`src/rtl/ahb_crypto_fabric.sv`:
```
// AHB-Lite fabric for the crypto subsystem: decodes NUM_SLV engine slots plus a CSR slot,
// muxes data-phase responses, answers unmapped addresses with ERROR and aggregates interrupts.
module ahb_crypto_fabric #(
  parameter int          NUM_SLV   = 3,
  parameter logic [31:0] BASE_ADDR = 32'h2002_0000,
  parameter int          SLOT_LOG2 = 16,
  parameter bit          INT_EDGE  = 1'b1,
  parameter logic [7:0]  VERSION   = 8'h02
) (
  input  logic                   hclk,
  input  logic                   hrst_b,
  input  logic                   hsel,
  input  logic [31:0]            haddr,
  input  logic [1:0]             htrans,
  input  logic                   hwrite,
  input  logic [2:0]             hsize,
  input  logic [3:0]             hprot,
  input  logic [31:0]            hwdata,
  output logic [31:0]            hrdata,
  output logic                   hready,
  output logic [1:0]             hresp,
  output logic [NUM_SLV-1:0]     s_hsel,
  input  logic [32*NUM_SLV-1:0]  s_hrdata,
  input  logic [NUM_SLV-1:0]     s_hready,
  input  logic [2*NUM_SLV-1:0]   s_hresp,
  input  logic [NUM_SLV-1:0]     s_intr,
  output logic                   irq
);

  localparam logic [3:0]  NUM_SLV_4 = 4'(NUM_SLV);
  localparam logic [31:0] CSR_IDX   = 32'(NUM_SLV);

  // Data-phase owner; DP_ERR1/DP_ERR2 are the two cycles of the default-slave ERROR.
  typedef enum logic [2:0] {DP_NONE, DP_ENG, DP_CSR, DP_ERR1, DP_ERR2} dp_state_e;

  dp_state_e            state_q, state_d;
  logic [3:0]           eng_q, eng_d;
  logic [1:0]           off_q, off_d;
  logic                 wr_q, wr_d;
  logic [NUM_SLV-1:0]   mask_q, mask_d;
  logic [NUM_SLV-1:0]   pending_q, pending_d;
  logic [NUM_SLV-1:0]   intr_prev_q, intr_prev_d;
  logic                 irq_q, irq_d;

  logic [31:0]          rel_addr, idx;
  logic                 in_win, csr_wr;
  logic [NUM_SLV-1:0]   csr_wdata, w1c;
  logic                 unused_ok;

  assign unused_ok = ^{hsize, hprot, hwdata};
  assign irq       = irq_q;

  always_comb begin
    rel_addr = haddr - BASE_ADDR;
    idx      = rel_addr >> SLOT_LOG2;
    in_win   = (haddr >= BASE_ADDR) && (idx <= CSR_IDX);
    s_hsel   = '0;
    for (int i = 0; i < NUM_SLV; i++) begin
      s_hsel[i] = hsel && in_win && (idx == 32'(i));
    end
  end

  always_comb begin
    hrdata  = '0;
    hready  = 1'b1;
    hresp   = 2'b00;
    state_d = state_q;
    eng_d   = eng_q;
    off_d   = off_q;
    wr_d    = wr_q;

    case (state_q)
      DP_ENG: begin
        for (int i = 0; i < NUM_SLV; i++) begin
          if (eng_q == 4'(i)) begin
            hrdata = s_hrdata[32*i +: 32];
            hready = s_hready[i];
            hresp  = s_hresp[2*i +: 2];
          end
        end
      end
      DP_CSR: begin
        case (off_q)
          2'd0:    hrdata = 32'(pending_q);
          2'd1:    hrdata = 32'(mask_q);
          2'd2:    hrdata = 32'(s_intr);
          default: hrdata = {16'h0, VERSION, 4'h0, NUM_SLV_4};
        endcase
      end
      DP_ERR1: begin
        hready = 1'b0;
        hresp  = 2'b01;
      end
      DP_ERR2: hresp = 2'b01;
      default: ;
    endcase

    // A new address phase is only taken while the current data phase completes.
    if (hready) begin
      if (hsel && htrans[1]) begin
        wr_d  = hwrite;
        off_d = haddr[3:2];
        if (!in_win) begin
          state_d = DP_ERR1;
        end else if (idx == CSR_IDX) begin
          state_d = DP_CSR;
        end else begin
          state_d = DP_ENG;
          eng_d   = idx[3:0];
        end
      end else begin
        state_d = DP_NONE;
      end
    end else if (state_q == DP_ERR1) begin
      state_d = DP_ERR2;
    end
  end

  always_comb begin
    csr_wr      = (state_q == DP_CSR) && wr_q;
    csr_wdata   = hwdata[NUM_SLV-1:0];
    mask_d      = (csr_wr && off_q == 2'd1) ? csr_wdata : mask_q;
    w1c         = (csr_wr && off_q == 2'd0) ? csr_wdata : '0;
    intr_prev_d = s_intr;
    // A new edge outranks a simultaneous W1C of the same bit.
    if (INT_EDGE) begin
      pending_d = (pending_q & ~w1c) | (s_intr & ~intr_prev_q);
    end else begin
      pending_d = s_intr;
    end
    irq_d = |(pending_q & mask_q);
  end

  always_ff @(posedge hclk or negedge hrst_b) begin
    if (!hrst_b) begin
      state_q     <= DP_NONE;
      eng_q       <= '0;
      off_q       <= '0;
      wr_q        <= 1'b0;
      mask_q      <= '0;
      pending_q   <= '0;
      intr_prev_q <= '0;
      irq_q       <= 1'b0;
    end else begin
      state_q     <= state_d;
      eng_q       <= eng_d;
      off_q       <= off_d;
      wr_q        <= wr_d;
      mask_q      <= mask_d;
      pending_q   <= pending_d;
      intr_prev_q <= intr_prev_d;
      irq_q       <= irq_d;
    end
  end

endmodule

```
`config.mk`:
```
export PLATFORM = sky130hd
export DESIGN_NAME = ahb_crypto_fabric
export DESIGN_NICKNAME = d
export VERILOG_FILES = /design/src/rtl/ahb_crypto_fabric.sv
export SDC_FILE = /design/constraint.sdc
export NUM_CORES = 1
export LEC_CHECK = 0
export ABC_AREA = 1
export CORE_ASPECT_RATIO = 1.75
export CORE_MARGIN = 4
export CORE_UTILIZATION = 27
export DETAILED_ROUTE_END_ITERATION = 6
export GPL_TIMING_DRIVEN = 0
export PLACE_DENSITY = 0.77
export RECOVER_POWER = 100
export SLEW_MARGIN = 20
export SYNTH_ARGS = -nofsm -noshare
export SYNTH_HDL_FRONTEND = slang
export SYNTH_SLANG_ARGS = --single-unit
```
`constraint.sdc`:
```
create_clock -name hclk -period 2.7 [get_ports hclk]
set_input_delay 0.81 -clock hclk [delete_from_list [all_inputs] [get_ports hclk]]
set_output_delay 0.81 -clock hclk [all_outputs]
set_load 0.005 [all_outputs]
```
==> impl_metrics.ini <==
[status]
status = finished with violations
violations = setup timing

[worst_setup_path]
rrSetupSlack_ps = 340
path_max_fanout = 3
crit_end = s_hsel[0]
critical_path.startpoint = haddr[23]
crit_path_start_kind = input port
worstSetupPathType = in -> out
critPathArrivalTime_ps = 2310
r2r-end = eng_q[0]$_DFFE_PN0P_
ff2ff_path_depth = 14
cp-end-kind = output pin
crit_required_ps = 1890
reg2reg_from = eng_q[0]$_DFFE_PN0P_

[final_layout]
fin_util = 0.5919
fin_nets = 781
syn_to_final_growth_pct = 110.7
instances_no_fill = 684
fill_cells = 726
multi_input_area_um2 = 1583
layout-drive-gt1-share = 0.2609
seq_area_um2 = 500.5
num_antenna_cells = 0

[floorplanning]
pin_count = 224
core_um2 = 8016
fp-row-count = 43
start_util = 0.2809
die_x_um = 77.04
die_height_um = 128.8
die-area_um2 = 9924

[placement]
hpwl_um = 8150
portBuffers = 172
gp_congestion = 0.9566
dp.cells = 643

[cts]
clockBufferDepth = 2
cts_buffers = 3
clock_latency_ps = 250
cts.sinks = 20
cts_tree = yes
cts.reportedPaths.clkPinSlew_ps = 60
cts_root_buf = clkbuf_16
cts.htree.levels = 1

[global_route]
grt-busiest-layer = met2
grt_use_met3 = 0.03922
grt_pass1_wl_um = 16480
overflow = 0
antenna_found_initial = 0
globalRouteMet2Util = 0.4317
grt_start_max_net_pins = 21
grt_use_met1 = 0.1978
grt_use_total = 0.2044
grt_pass1_vias = 3472

[routing]
routed_wl_um = 10900
wl_per_cell_um = 15.94
dr.pass1.iters = 4
vias = 3429
dr.first_iter.drc_count = 113
drc = 0
postRouteAntennaNets = 0
viasPerCell = 5.013

[synth]
yosys-top-cells-count = nand2_1 (115), inv_1 (65), nand3_1 (49)
ys_ff_latch = 20
yosys_warnings = 0
yosysMostFrequentCell = nand2_1
yosys.area.top_type = dfrtp_1
synth_area_um2 = 2252
syn_area_per_cell_um2 = 5.911
synth_fp_nets = 567
netlist-cell-type-count = 28
yosysTopAreaCellShare = 0.2222
yosysSeqAreaShare = 0.2222
synth_area_leaders = dfrtp_1 (22%), nand2_1 (19%), nand3_1 (11%)
synth_edf_count = 0
syn_inst = 381
synthArstFlopShare = 1.000
ys.flop_type = dfrtp_1

[timing]
tightest_slew_ps = 884.4
finClkSkew_ps = 2.831
setup_slack_ps = -423.3
hold_viol = 0
setup_viol = 3
relSlewSlack = 0.4085
maxSlewViolCount = 0
fin_hold_ws_ps = 448.6
fin_crit_sh = 1.157
fin_crit_ps = 3123
rsz0062_at_grt = true
timing.fmax_mhz = 320.2

[pwr]
power.density_nw_per_um2 = 245.8
p_leak_nw = 2.237
ir_worst_vdd_mv = 0.3068

[run]
max_cap_viol_count = 0

[hold_path]
hp-start = intr_prev_q[0]$_DFF_PN0_
holdCritPathClass = reg -> reg
-- layout make-up --
type	instances	share of cell area
buffer	15	0.03586
clock buffer	3	0.01582
clock inverter	1	0.006329
inverter	74	0.06382
multi-input combinational	272	0.3336
sequential	20	0.1055
tap	90	0.02373
timing repair buffer	209	0.4153
-- worst min-delay path by stage --
| stage | end | cells after the start |
|---|---|---|
| floorplan | pending_q[0]$_DFF_PN0_ | 1 |
| finish | pending_q[0]$_DFF_PN0_ | 1 |
| global placement | pending_q[0]$_DFF_PN0_ | 1 |
| global route | pending_q[0]$_DFF_PN0_ | 1 |
| detailed placement | pending_q[1]$_DFF_PN0_ | 1 |
| CTS | pending_q[1]$_DFF_PN0_ | 1 |
-- layout by cell type (no fill, tap or decap), drive strengths merged --
master,n
a21oi,7
a221oi,2
a31o,25
a32o,5
buf,56
bufinv,1
clkbuf,25
clkdlybuf4s15,20
clkdlybuf4s25,1
clkdlybuf4s50,114
dfrtp,20
dlygate4sd2,9
dlygate4sd3,2
ha,1
inv,74
nand2,118
nand3,50
nand4,2
nor2,32
nor3,4
o211ai,6
o21ai,15
o22ai,2
o311ai,1
xor2,2
-- critical path, cell delays in order --
cell and delay [ps]:
clkdlybuf4s15_1 220, nor2_1 180, nand2_2 100, inv_2 70
nand2_2 70, nor2_4 120, nand2_1 90, nand2_2 80
nand2_2 70, nor2_4 130, nand4_1 130, nor2_1 130
buf_2 120
-- timing repair --
action | in CTS | in global routing
setup endpoints to repair | 38 | 42
buffers inserted | 26 | 8
pin swaps | 38 | 26
hold buffers | 0 | 0
cloned | 2 | 1
resized for setup | 178 | 80
-- where the power goes --
| part | leakage (nW) | switching, mW | total (mW) | internal [mW] |
|---|---|---|---|---|
| clock network | 0.0511 | 0.109 | 0.403 | 0.294 |
| logic | 1.96 | 0.154 | 0.393 | 0.239 |
| registers | 0.227 | 0.0313 | 0.370 | 0.339 |
| total | 2.24 | 0.295 | 1.17 | 0.872 |
-- cells by family after synthesis --
group                      synth area share
and+or+nand+nor                      0.4106
buffers and inverters                0.1483
xor gates and xnor gates           0.007779
AOI/OAI and AO/OA                    0.2056
adders and majority gates          0.005555
DFF                                  0.2222
-- sequential cells by signal, indices dropped and copies added, names as in the netlist --
register / flops
irq: 1
off_q: 2
state_q: 3
intr_prev_q: 3
wr_q: 1
eng_q: 4
pending_q: 3
mask_q: 3
-- per-stage QoR --
step | instance area [um^2] | worst slack [ps] | total power [mW] | setup TNS (ps)
3_3_place_gp | 4134 | -1369 | 0.7326 | -17660
5_1_grt | 4745 | -553.3 | 1.226 | -1622
2_1_floorplan | 2300 | -52.42 | 0.4797 | -107.2
3_5_place_dp | 4134 | -1410 | 0.7416 | -18960
4_1_cts | 4626 | -314.8 | 1.161 | -899.4
6_report | 4745 | -423.3 | 1.166 | -1191
-- layer usage --
layer	wire, um	vias to the layer above	part of all wire
li1	-	1662	-
met3	831	18	0.076
met5	0	-	0
met4	228	0	0.021
met2	6011	165	0.55
met1	3831	1584	0.35
Power figures use the tool's default switching activity.
